[config.mk]
export PLATFORM = sky130hd
export DESIGN_NAME = mul_exec_unit
export DESIGN_NICKNAME = d
export VERILOG_FILES = /design/src/rtl/mul_exec_unit.sv
export SDC_FILE = /design/constraint.sdc
export NUM_CORES = 1
export LEC_CHECK = 0
export CELL_PAD_IN_SITES_DETAIL_PLACEMENT = 1
export CELL_PAD_IN_SITES_GLOBAL_PLACEMENT = 1
export CORE_ASPECT_RATIO = 0.9
export CORE_MARGIN = 3
export CORE_UTILIZATION = 48
export DETAILED_ROUTE_END_ITERATION = 8
export MAX_ROUTING_LAYER = met4
export PLACE_DENSITY_LB_ADDON = 0.08
export SLEW_MARGIN = 20
export SYNTH_ARGS = -nofsm -noshare
export SYNTH_HDL_FRONTEND = slang
export SYNTH_SLANG_ARGS = --single-unit
[constraint.sdc]
create_clock -name clk -period 13.2 [get_ports clk]
set_clock_uncertainty 0.2 [all_clocks]
set_input_delay 3.3 -clock clk [delete_from_list [all_inputs] [get_ports clk]]
set_output_delay 3.3 -clock clk [all_outputs]
set_load 0.005 [all_outputs]
[src/rtl/mul_exec_unit.sv]
// mul_exec_unit
// Iterative shift-add multiplier for the execute stage. It sits beside the
// single-cycle ALU and covers MUL, UMULH and SMULH. Each operation takes
// exactly N iterations. Control stalls the PC while busy is high.
//
// Ports
//   clk        clock; all state updates on posedge
//   reset      synchronous, active-low reset
//   start      request; accepted only in IDLE or DONE
//   op         00=MUL (low half), 01=UMULH (high, unsigned),
//              10=SMULH (high, signed), 11=treated as MUL
//   a, b       multiplicand / multiplier (ALU operand buses)
//   busy       high while iterating (exactly N cycles)
//   done       one-cycle pulse when result is valid
//   result     selected product half, held until replaced by the next op
//   zero       result == 0 (same meaning as the ALU zero flag)
//   dbg_state  current FSM state (0=IDLE, 1=RUN, 2=DONE)
//
// Handshake: start is sampled on a posedge while state is IDLE or DONE.
// busy rises from that edge and stays high for N cycles. done is high for
// the single cycle that follows. start seen while busy is dropped.

module mul_exec_unit #(
    parameter int N = 64
) (
    input  logic         clk,
    input  logic         reset,
    input  logic         start,
    input  logic [1:0]   op,
    input  logic [N-1:0] a,
    input  logic [N-1:0] b,
    output logic         busy,
    output logic         done,
    output logic [N-1:0] result,
    output logic         zero,
    output logic [1:0]   dbg_state
);

    localparam int CW = $clog2(N);
    localparam logic [CW-1:0]  LAST_CNT = CW'(N - 1);
    localparam logic [N-1:0]   ONE_N    = {{(N-1){1'b0}}, 1'b1};
    localparam logic [2*N-1:0] ONE_2N   = {{(2*N-1){1'b0}}, 1'b1};

    typedef enum logic [1:0] {
        S_IDLE = 2'd0,
        S_RUN  = 2'd1,
        S_DONE = 2'd2
    } state_t;

    state_t         state, state_nxt;
    logic [N-1:0]   mcand, mlier;
    logic [2*N-1:0] prod;
    logic [CW-1:0]  cnt;
    logic [1:0]     op_q;
    logic           neg_q;

    logic           accept, last, high_half, smulh;
    logic [N:0]     sum;
    logic [2*N-1:0] prod_step, prod_fin;
    logic [N-1:0]   res_fin, abs_a, abs_b;

    assign accept = start && (state != S_RUN);
    assign last   = (cnt == LAST_CNT);
    assign smulh  = (op == 2'b10);

    // Magnitudes for SMULH. -2^(N-1) maps to 2^(N-1), which still fits
    // in N unsigned bits, so no special case is needed.
    assign abs_a = a[N-1] ? (~a + ONE_N) : a;
    assign abs_b = b[N-1] ? (~b + ONE_N) : b;

    // One shift-add step: add into the upper half with an N+1-bit carry,
    // then shift {carry, product} right by one.
    always_comb begin
        sum       = {1'b0, prod[2*N-1:N]} + {1'b0, (mlier[0] ? mcand : {N{1'b0}})};
        prod_step = {sum, prod[N-1:1]};
        prod_fin  = neg_q ? (~prod_step + ONE_2N) : prod_step;
        high_half = (op_q == 2'b01) || (op_q == 2'b10);
        res_fin   = high_half ? prod_fin[2*N-1:N] : prod_fin[N-1:0];
    end

    always_comb begin
        state_nxt = state;
        case (state)
            S_IDLE:  if (accept) state_nxt = S_RUN;
            S_RUN:   if (last)   state_nxt = S_DONE;
            S_DONE:  state_nxt = accept ? S_RUN : S_IDLE;
            default: state_nxt = S_IDLE;
        endcase
    end

    always_ff @(posedge clk) begin
        if (!reset) begin
            state  <= S_IDLE;
            mcand  <= '0;
            mlier  <= '0;
            prod   <= '0;
            cnt    <= '0;
            op_q   <= 2'b00;
            neg_q  <= 1'b0;
            result <= '0;
            zero   <= 1'b1;
        end else begin
            state <= state_nxt;
            if (accept) begin
                op_q  <= op;
                mcand <= smulh ? abs_a : a;
                mlier <= smulh ? abs_b : b;
                neg_q <= smulh && (a[N-1] ^ b[N-1]);
                prod  <= '0;
                cnt   <= '0;
            end else if (state == S_RUN) begin
                mlier <= mlier >> 1;
                cnt   <= cnt + 1'b1;
                if (last) begin
                    prod   <= prod_fin;
                    result <= res_fin;
                    zero   <= (res_fin == '0);
                end else begin
                    prod <= prod_step;
                end
            end
        end
    end

    assign busy      = (state == S_RUN);
    assign done      = (state == S_DONE);
    assign dbg_state = state;

endmodule

# Word level (Yosys, flattened, before mapping)
# Cells that the tools add are included.
[op_classes]
n_addsub = 5
mul = 0
div_mod_pow = 0
order_cmp = 0
eq_ne = 9
shifts = 0
mux = 14
bitwise = 6
n_reduce_logical = 9
[ops]
columns = ["operator", "n"]
rows = [
  ["64-bit two-way mux", 8],
  ["128-bit two-way mux", 2],
  ["128-bit by 1-bit adder with 128-bit output, second input constant", 1],
  ["64-bit by 1-bit adder with 64-bit output, second input constant", 2],
  ["128-bit inverter", 1],
  ["64-bit inverter", 2],
  ["64-bit by 64-bit adder with 65-bit output", 1],
  ["64-bit logical NOT", 1],
  ["6-bit by 1-bit adder with 6-bit output, second input constant", 1],
  ["2-bit equality test, second input constant", 3],
  ["6-bit equality test, second input constant", 1],
  ["2-bit case mux with 3 select lines", 1],
  ["2-bit by 1-bit equality test with 1-bit output, second input constant", 2],
  ["2-bit two-way mux", 2],
  ["2-bit by 1-bit != test with 1-bit output, second input constant", 2],
  ["3-bit AND reduction", 1],
  ["1-bit logical AND", 2],
  ["2-bit logical NOT", 1],
  ["2-bit != test, second input constant", 1],
  ["1-bit inverter", 2],
  ["2-bit AND reduction", 1],
  ["2-bit nonzero test", 1],
  ["2-bit OR reduction", 1],
  ["1-bit logical OR", 1],
  ["2 further kinds", 2],
]
[word_totals]
reg_bits = 332
latchBits = 0
mem_bits_rw = 0
romBits = 0
word_cells = 52
n_memories = 0

# Longest topological paths before layout
# Gate-level depths: netlist of run 1.
[logic_depth]
word_depth = 7
mapped_depth = 21
depth_no_buf = 18

# Worst setup path before layout of run 1
# Ideal clock, no wire load.
[synth_timing]
kind = "input to register"
startpoint = "input b[38]"
endpoint = "register mlier[61]"
arrival_ps = 6768
path_slack_ps = 6162
path_stages = 12
cell_sequence = "or4_1 -> or2_2 -> or4_1 -> or2_2 -> or3_1 -> nor2_1 -> nand3b_1 -> or4_1 -> o41ai_1 -> xor2_1 -> a211o_1 -> a21boi_1"
[synth_via]
elab_chain_cells = 5
[synth_rtl]
columns = ["item", "line_no", "text"]
rows = [
  ["from (decl)", "31", "input logic [N-1:0] b,"],
  ["64-bit inverter", "69", "assign abs_b = b[N-1] ? (~b + ONE_N) : b;"],
  ["64-bit by 1-bit adder with 64-bit output", "69", ""],
  ["64-bit two-way mux", "69", ""],
  ["64-bit two-way mux", "107", "mlier <= smulh ? abs_b : b;"],
  ["64-bit two-way mux", "104", "if (accept) begin"],
  ["to (signal assigned)", "107", ""],
  ["to (signal assigned)", "112", "mlier <= mlier >> 1;"],
  ["to (decl)", "51", "logic [N-1:0] mcand, mlier;"],
]
# Every way passes these cells.
# A chain may end at the register's enable or synchronous reset.

# Worst setup path in the final report of run 1
[layout_timing]
startpoint = "input a[8]"
endpoint = "register mcand[61]"
[layout_via]
elab_chain_cells = 4
[layout_rtl]
columns = ["item", "line_no", "text"]
rows = [
  ["from (decl)", "30", "input logic [N-1:0] a,"],
  ["64-bit inverter", "68", "assign abs_a = a[N-1] ? (~a + ONE_N) : a;"],
  ["64-bit by 1-bit adder with 64-bit output", "68", ""],
  ["64-bit two-way mux", "68", ""],
  ["64-bit two-way mux", "106", "mcand <= smulh ? abs_a : a;"],
  ["to (signal assigned)", "106", ""],
  ["to (decl)", "51", ""],
]
# Every way passes these cells.

==> reports/metrics.yaml, run 1 <==
grt:
  grt_usage_pct: 40.07
  grt_max_degree: 187
  grt_remaining_overflow: 0
  antenna_found_initial: 3
  grt_pass1_vias: 31576
  grt_pass1_wl_mm: 189.0
clocking:
  ctsHoldBuffers: 0
  h-tree-depth: 2
  cts-resized-gates: 0
  post-cts-setup-buffers: 0
  clk_latency_ns: 0.61
  ctsLongestPathBuffers: 3
  tritoncts: "done"
  cts_root_buf: "clkbuf_16"
  numCtsBuffers: 40
  clkTransAtPathRegs_ns: 0.06
  cts.sinks: 331
place:
  place_ws_ns: 4.671
  dpl.cell_count: 4555
  dp_hpwl_mm: 92.27
  gp_congestion: 1.021
  port_buffers: 201
synth:
  synth_top_area_share_pct: 23.62
  synth.net_count: 4046
  synth.distinct_cells: 119
  netlist_top_cells_count: "nand2_1, nor2_1, dfxtp_1, clkbuf_1, o21ai_0"
  netlist_top_cells_area: "dfxtp_1, nand2_1, nor2_1, xor2_1, o21ai_0"
  yosys.area.top_type: "dfxtp_1"
  synth.most_common_cell: "nand2_1"
  syn_area_mm2: 0.02805
  synth_edf_count: 0
  synthArstFlopShare_pct: 0
  syn_area_per_cell_um2: 7.298
  synth-warning-count: 0
  synth_ff_type: "dfxtp_1"
  synth-seq-cells: 331
  syn_inst: 3844
  ys_seq_area_share_pct: 23.62
routing:
  avgRoutedWirePerCell_um: 26.90
  viasPerCell: 6.891
  drtIter0Drc: 3591
  vias: 31884
  wirelength_mm: 124.5
  dr.pass1.iters: 7
  ant_nets: 0
  drc_errors: 0
setup_path:
  worstReg2RegEnd: "zero$_SDFFE_PN1P_"
  critPathCaptureType: "flip-flop"
  critical_path_class: "primary input to flip-flop"
  cp-startpoint: "a[8]"
  r2r-start: "mlier[0]$_SDFFE_PN0P_"
  cp.required_ns: 13.47
  cp_max_fo: 5
  reg2regPathDepth: 16
  timing.critical_path.to: "mcand[61]$_SDFFE_PN0P_"
  rrSetupSlack_ns: 5.86
  cp-start-kind: "primary input"
  cp.arrival_ns: 8.26
sta:
  tightest_slew_ns: 1.235
  fin_ws_ns: 5.210
  setup_viol: 0
  rsz0062_at_grt: "false"
  whs_ns: 0.2695
  finalMaxSlewViolations: 0
  period_minus_slack_ns: 7.990
  period_share_pct: 60.53
  finalSetupTns_ns: 0
  fmax_ghz: 0.1252
  relSlewSlack_pct: 16.94
  finalHoldViolCount: 0
floorplanning:
  die_x_um: 260.8
  start_util_pct: 48.85
  top_level_ports: 202
  core_mm2: 0.05743
  die_h_um: 235.3
  num_rows: 83
  dieArea_mm2: 0.06138
final_layout:
  multi_input_area_mm2: 0.02021
  area_delta_synth_final_pct: 12.74
  final_cells: 4627
  nets: 4034
  fill_cells: 7125
  drive_gt1_share_pct: 5.959
  seq_area_mm2: 0.006630
power_and_ir_drop:
  leakagePower_nw: 11.67
  peakVddDrop_mv: 0.1113
  p_total_mw: 3.229
  power.density_mw_per_mm2: 102.1
status:
  status: "finished, final reports clean"
worst_hold_path:
  holdCritPathClass: "flip-flop to flip-flop"
  holdPathStages: 2
flow_run:
  cap_violations: 0
==> per-layer routing <==
| layer | global-route usage [%] | routed length (um) | vias to the layer above |
|---|---|---|---|
| li1 | - | - | 14243 |
| met1 | 52.83 | 51880 | 15684 |
| met2 | 61.04 | 55020 | 1648 |
| met3 | 7.723 | 12340 | 309 |
| met4 | 14.15 | 5237 | 0 |
| met5 | - | 0 | - |
==> critical path, cell delays in order <==
cell and delay, ns:
clkdlybuf4s50_1 0.47, or4_1 0.59, nor3_1 0.54, nand4_1 0.32
or4_1 0.58, nor3_2 0.30, nand2_1 0.16, or3_1 0.41
nor4_1 0.57, nand2_1 0.20, o41ai_1 0.37, xor2_1 0.22
nand2_1 0.08, o211a_1 0.14
==> through the flow <==
step	util, %	cell area (um^2)
global route	55.07	31630
CTS	55.05	31620
floorplan	-	28050
finish	55.07	31630
detailed placement	52.64	30230
global placement	52.62	30220
==> report_power, final <==
group / switching (mW) / internal, mW / leakage, nW
clock: 0.518 / 0.683 / 0.680
combinational: 0.608 / 0.303 / 8.28
sequential: 0.0602 / 1.06 / 2.71
total: 1.19 / 2.04 / 11.7
==> cells by family after synthesis <==
kind of cell / count (synthesis) / synth area share [%]
AOI/OAI and AO/OA: 1165 / 29.19
xor gates and xnor gates: 240 / 7.520
adders and majority gates: 69 / 3.104
buffers and inverters: 325 / 4.590
DFF: 331 / 23.62
muxes: 34 / 1.240
and+or+nand+nor: 1680 / 30.74
==> registers in the layout (all words and copies together), names as in the netlist <==
name / flops
prod: 127
neg_q: 1
cnt: 6
result: 64
zero: 1
dbg_state: 2
op_q: 2
mlier: 64
mcand: 64
==> worst min-delay path by stage <==
stage / start / end
after floorplan: mlier[62]$_SDFFE_PN0P_ / mlier[61]$_SDFFE_PN0P_
after global placement: mlier[63]$_SDFFE_PN0P_ / mlier[63]$_SDFFE_PN0P_
after detailed placement: prod[127]$_SDFFE_PP0P_ / prod[127]$_SDFFE_PP0P_
after CTS: prod[127]$_SDFFE_PP0P_ / prod[127]$_SDFFE_PP0P_
after global routing: result[48]$_SDFFE_PN0P_ / result[48]$_SDFFE_PN0P_
final: prod[127]$_SDFFE_PP0P_ / prod[127]$_SDFFE_PP0P_
==> placed cells by master (no fill, tap or decap), drive strengths merged, types with 81 or more instances in the layout <==
cell	Yosys	layout
nand2	464	464
nor2	410	410
dfxtp	331	331
o21ai	246	246
a21oi	227	227
clkdlybuf4s50	0	199
a211oi	145	145
xor2	138	138
and2	115	115
nor3	113	113
or3	106	106
xnor2	102	102
o211a	87	87
nand3	81	81
nor4	81	81
==> cell type report <==
type                            count  area share [%]
Multi-Input combinational cell   3188           63.92
Inverter                           33          0.4154
Sequential cell                   331           20.96
Timing Repair Buffer              238           7.275
Tap cell                          765           3.026
Clock inverter                     20          0.8822
Antenna cell                        2         0.01582
Clock buffer                       50           3.505
(Power assumes the default switching activity.)
==> inputs of run 2 (changes only) <==
--- a/config.mk
+++ b/config.mk
@@ -9,7 +9,7 @@
 export CELL_PAD_IN_SITES_GLOBAL_PLACEMENT = 1
 export CORE_ASPECT_RATIO = 0.9
 export CORE_MARGIN = 3
-export CORE_UTILIZATION = 48
+export CORE_UTILIZATION = 40
 export DETAILED_ROUTE_END_ITERATION = 8
 export MAX_ROUTING_LAYER = met4
 export PLACE_DENSITY_LB_ADDON = 0.08
==> constraint.sdc (replaced) <==
create_clock -name clk -period 7.3 [get_ports clk]
set_clock_uncertainty 0.2 [all_clocks]
set_input_delay 1.825 -clock clk [delete_from_list [all_inputs] [get_ports clk]]
set_output_delay 1.825 -clock clk [all_outputs]
set_load 0.005 [all_outputs]
==> reports/metrics.yaml, run 2 (synthesized netlist as in run 1, its figures left out) <==
clocking:
  tritoncts: "done"
  numCtsBuffers: 43  # +7.5%
  clk_latency_ns: 0.62  # about the same
  cts.sinks: 331  # unchanged
  clkTransAtPathRegs_ns: 0.06  # about the same
  ctsLongestPathBuffers: 3  # unchanged
  h-tree-depth: 2  # unchanged
  cts_root_buf: "clkbuf_16"
  cts-resized-gates: 0  # unchanged
  ctsHoldBuffers: 0  # unchanged
  post-cts-setup-buffers: 0  # unchanged
sta:
  finalHoldViolCount: 0  # unchanged
  fmax_ghz: 0.1432
  period_share_pct: 95.67
  rsz0062_at_grt: "false"
  tightest_slew_ns: 1.202  # -0.03295 ns
  relSlewSlack_pct: 19.60  # +2.7 points
  fin_ws_ns: 0.3162  # -4.893 ns
  setup_viol: 0  # unchanged
  period_minus_slack_ns: 6.984
  finalSetupTns_ns: 0  # unchanged
  finalMaxSlewViolations: 0  # unchanged
setup_path:
  slowest_delay_ns: 0.79  # +0.20 ns
  cp_max_fo: 35  # +30
  crit_top_cell: "nand4_1"
  cp.arrival_ns: 7.27  # -0.99 ns
  cp.required_ns: 7.59  # -5.88 ns
  r2r-start: "mlier[0]$_SDFFE_PN0P_"
  critPathCaptureType: "flip-flop"
  cp-start-kind: "flip-flop"
  path_cells: "buf_4 > and2_1 > ha_1 > nand4_1 > nor3_1 > a21oi_1 > o21ai_1 > o2111ai_1 > o211ai_1 > nand4b_1 > or3_1 > nor4_1 > nand4_1 > a211oi_1 > nor4b_1 > nand4_1 > o41ai_2"
  cp_top_family: "simple AND/OR/NAND/NOR gates"
  critical_path_class: "flip-flop to flip-flop"
  slowest_stage: "a211oi_1"
  crit_buf_inv: 1  # unchanged
  cp-startpoint: "mlier[0]$_SDFFE_PN0P_"
place:
  place_area_mm2: 0.03079  # +1.9%
  place_ws_ns: 0.5199  # -4.151 ns
  dp_hpwl_mm: 98.89  # +7.2%
  gp_congestion: 1.014  # -0.66%
  port_buffers: 201  # unchanged
grt:
  grt_pass1_wl_mm: 193.4  # +2.3%
  grt_pass1_vias: 31061  # -1.6%
  grt_max_degree: 192  # +2.7%
  grt_remaining_overflow: 0  # unchanged
  antenna_found_initial: 10  # +7
  grt_usage_pct: 34.71  # -5.4 points
routing:
  avgRoutedWirePerCell_um: 26.53  # -1.4%
  wirelength_mm: 128.7  # +3.4%
  viasPerCell: 6.532  # -5.2%
  drc_errors: 0  # unchanged
  ant_nets: 0  # unchanged
  vias: 31687  # -0.62%
  dr.pass1.iters: 6  # -1
  drtIter0Drc: 3011  # -16%
power_and_ir_drop:
  p_total_mw: 6.022  # +86%
  power.density_mw_per_mm2: 186.3  # +83%
  peakVddDrop_mv: 0.2067  # +86%
  leakagePower_nw: 11.94  # +2.3%
floorplanning:
  die_x_um: 285.1  # +9.3%
  num_rows: 91  # +9.6%
  start_util_pct: 40.66  # -8.2 points
  top_level_ports: 202  # unchanged
  die_h_um: 257.2  # +9.3%
  core_mm2: 0.06900  # +20%
  dieArea_mm2: 0.07335  # +19%
final_layout:
  area_delta_synth_final_pct: 15.20
  largest_register_ffs: 127  # unchanged
  layout_common_cells: "nand2_1, nor2_1, dfxtp_1"
  nets: 4082  # +1.2%
  top_register: "prod"
  mostFrequentLayoutCell: "nand2_1"
  finalInstanceArea_mm2: 0.03232  # +2.2%
  drive_gt1_share_pct: 7.230  # +1.3 points
status:
  status: "finished, final reports clean"
flow_run:
  cap_violations: 0  # unchanged
worst_hold_path:
  hold_start: "result[40]$_SDFFE_PN0P_"
  holdCritPathClass: "flip-flop to flip-flop"
## run 2: changes by cell type in the layout (fill, tap and decap cells not counted), moves of 3 or more
cell        before  now
clkbuf_1         3    6
buf_4           37   80
clkinvlp_4       1    4
diode_2          2    7
clkbuf_16       40   43
## run 2: power breakdown
part / internal, mW / switching, mW
combinational: 0.574 / 1.10
sequential: 1.91 / 0.116
clock: 1.34 / 0.983
## run 2: per-layer routing
metal | vias up | GRT usage [%] | routed length [um]
met5 | - | - | 0
met4 | 0 | 12.55 | 5257
met3 | 279 | 6.448 | 10280
met2 | 1257 | 54.81 | 58890
met1 | 15791 | 44.31 | 54300
li1 | 14360 | - | -
## run 2: tightest hold or removal path, stage by stage (launching register included)
cell      delay (ns)
dfxtp_1         0.31
nand2_1         0.05
a21boi_1        0.05
## run 2: final timing paths
check | to | slack [ns] | depth (start not counted)
setup / recovery | zero$_SDFFE_PN1P_ | 0.32 | 17
hold / removal | result[40]$_SDFFE_PN0P_ | 0.26 | 2
setup reg to reg | zero$_SDFFE_PN1P_ | 0.32 | 17
hold reg to reg | result[40]$_SDFFE_PN0P_ | 0.26 | 2
## run 2: stage by stage
step           hold slack [ns]  std cells  utilization [%]
5_1_grt                 0.2868       4849            46.83
3_5_place_dp            0.2540       4765            44.63
3_3_place_gp            0.2378       4763            44.60
4_1_cts                 0.2627       4844            46.81
6_report                0.2616       4851            46.84
2_1_floorplan           0.2300       3844                -
## run 2: final cells by class
type / count / area [um^2]
fill: 8572 / 36680
multi-input combinational: 3188 / 20230
sequential: 331 / 6630
timing repair buffer: 283 / 2643
clock buffer: 55 / 1181
tap: 930 / 1164
clock inverter: 24 / 324.1
inverter: 33 / 131.4
antenna: 7 / 17.52
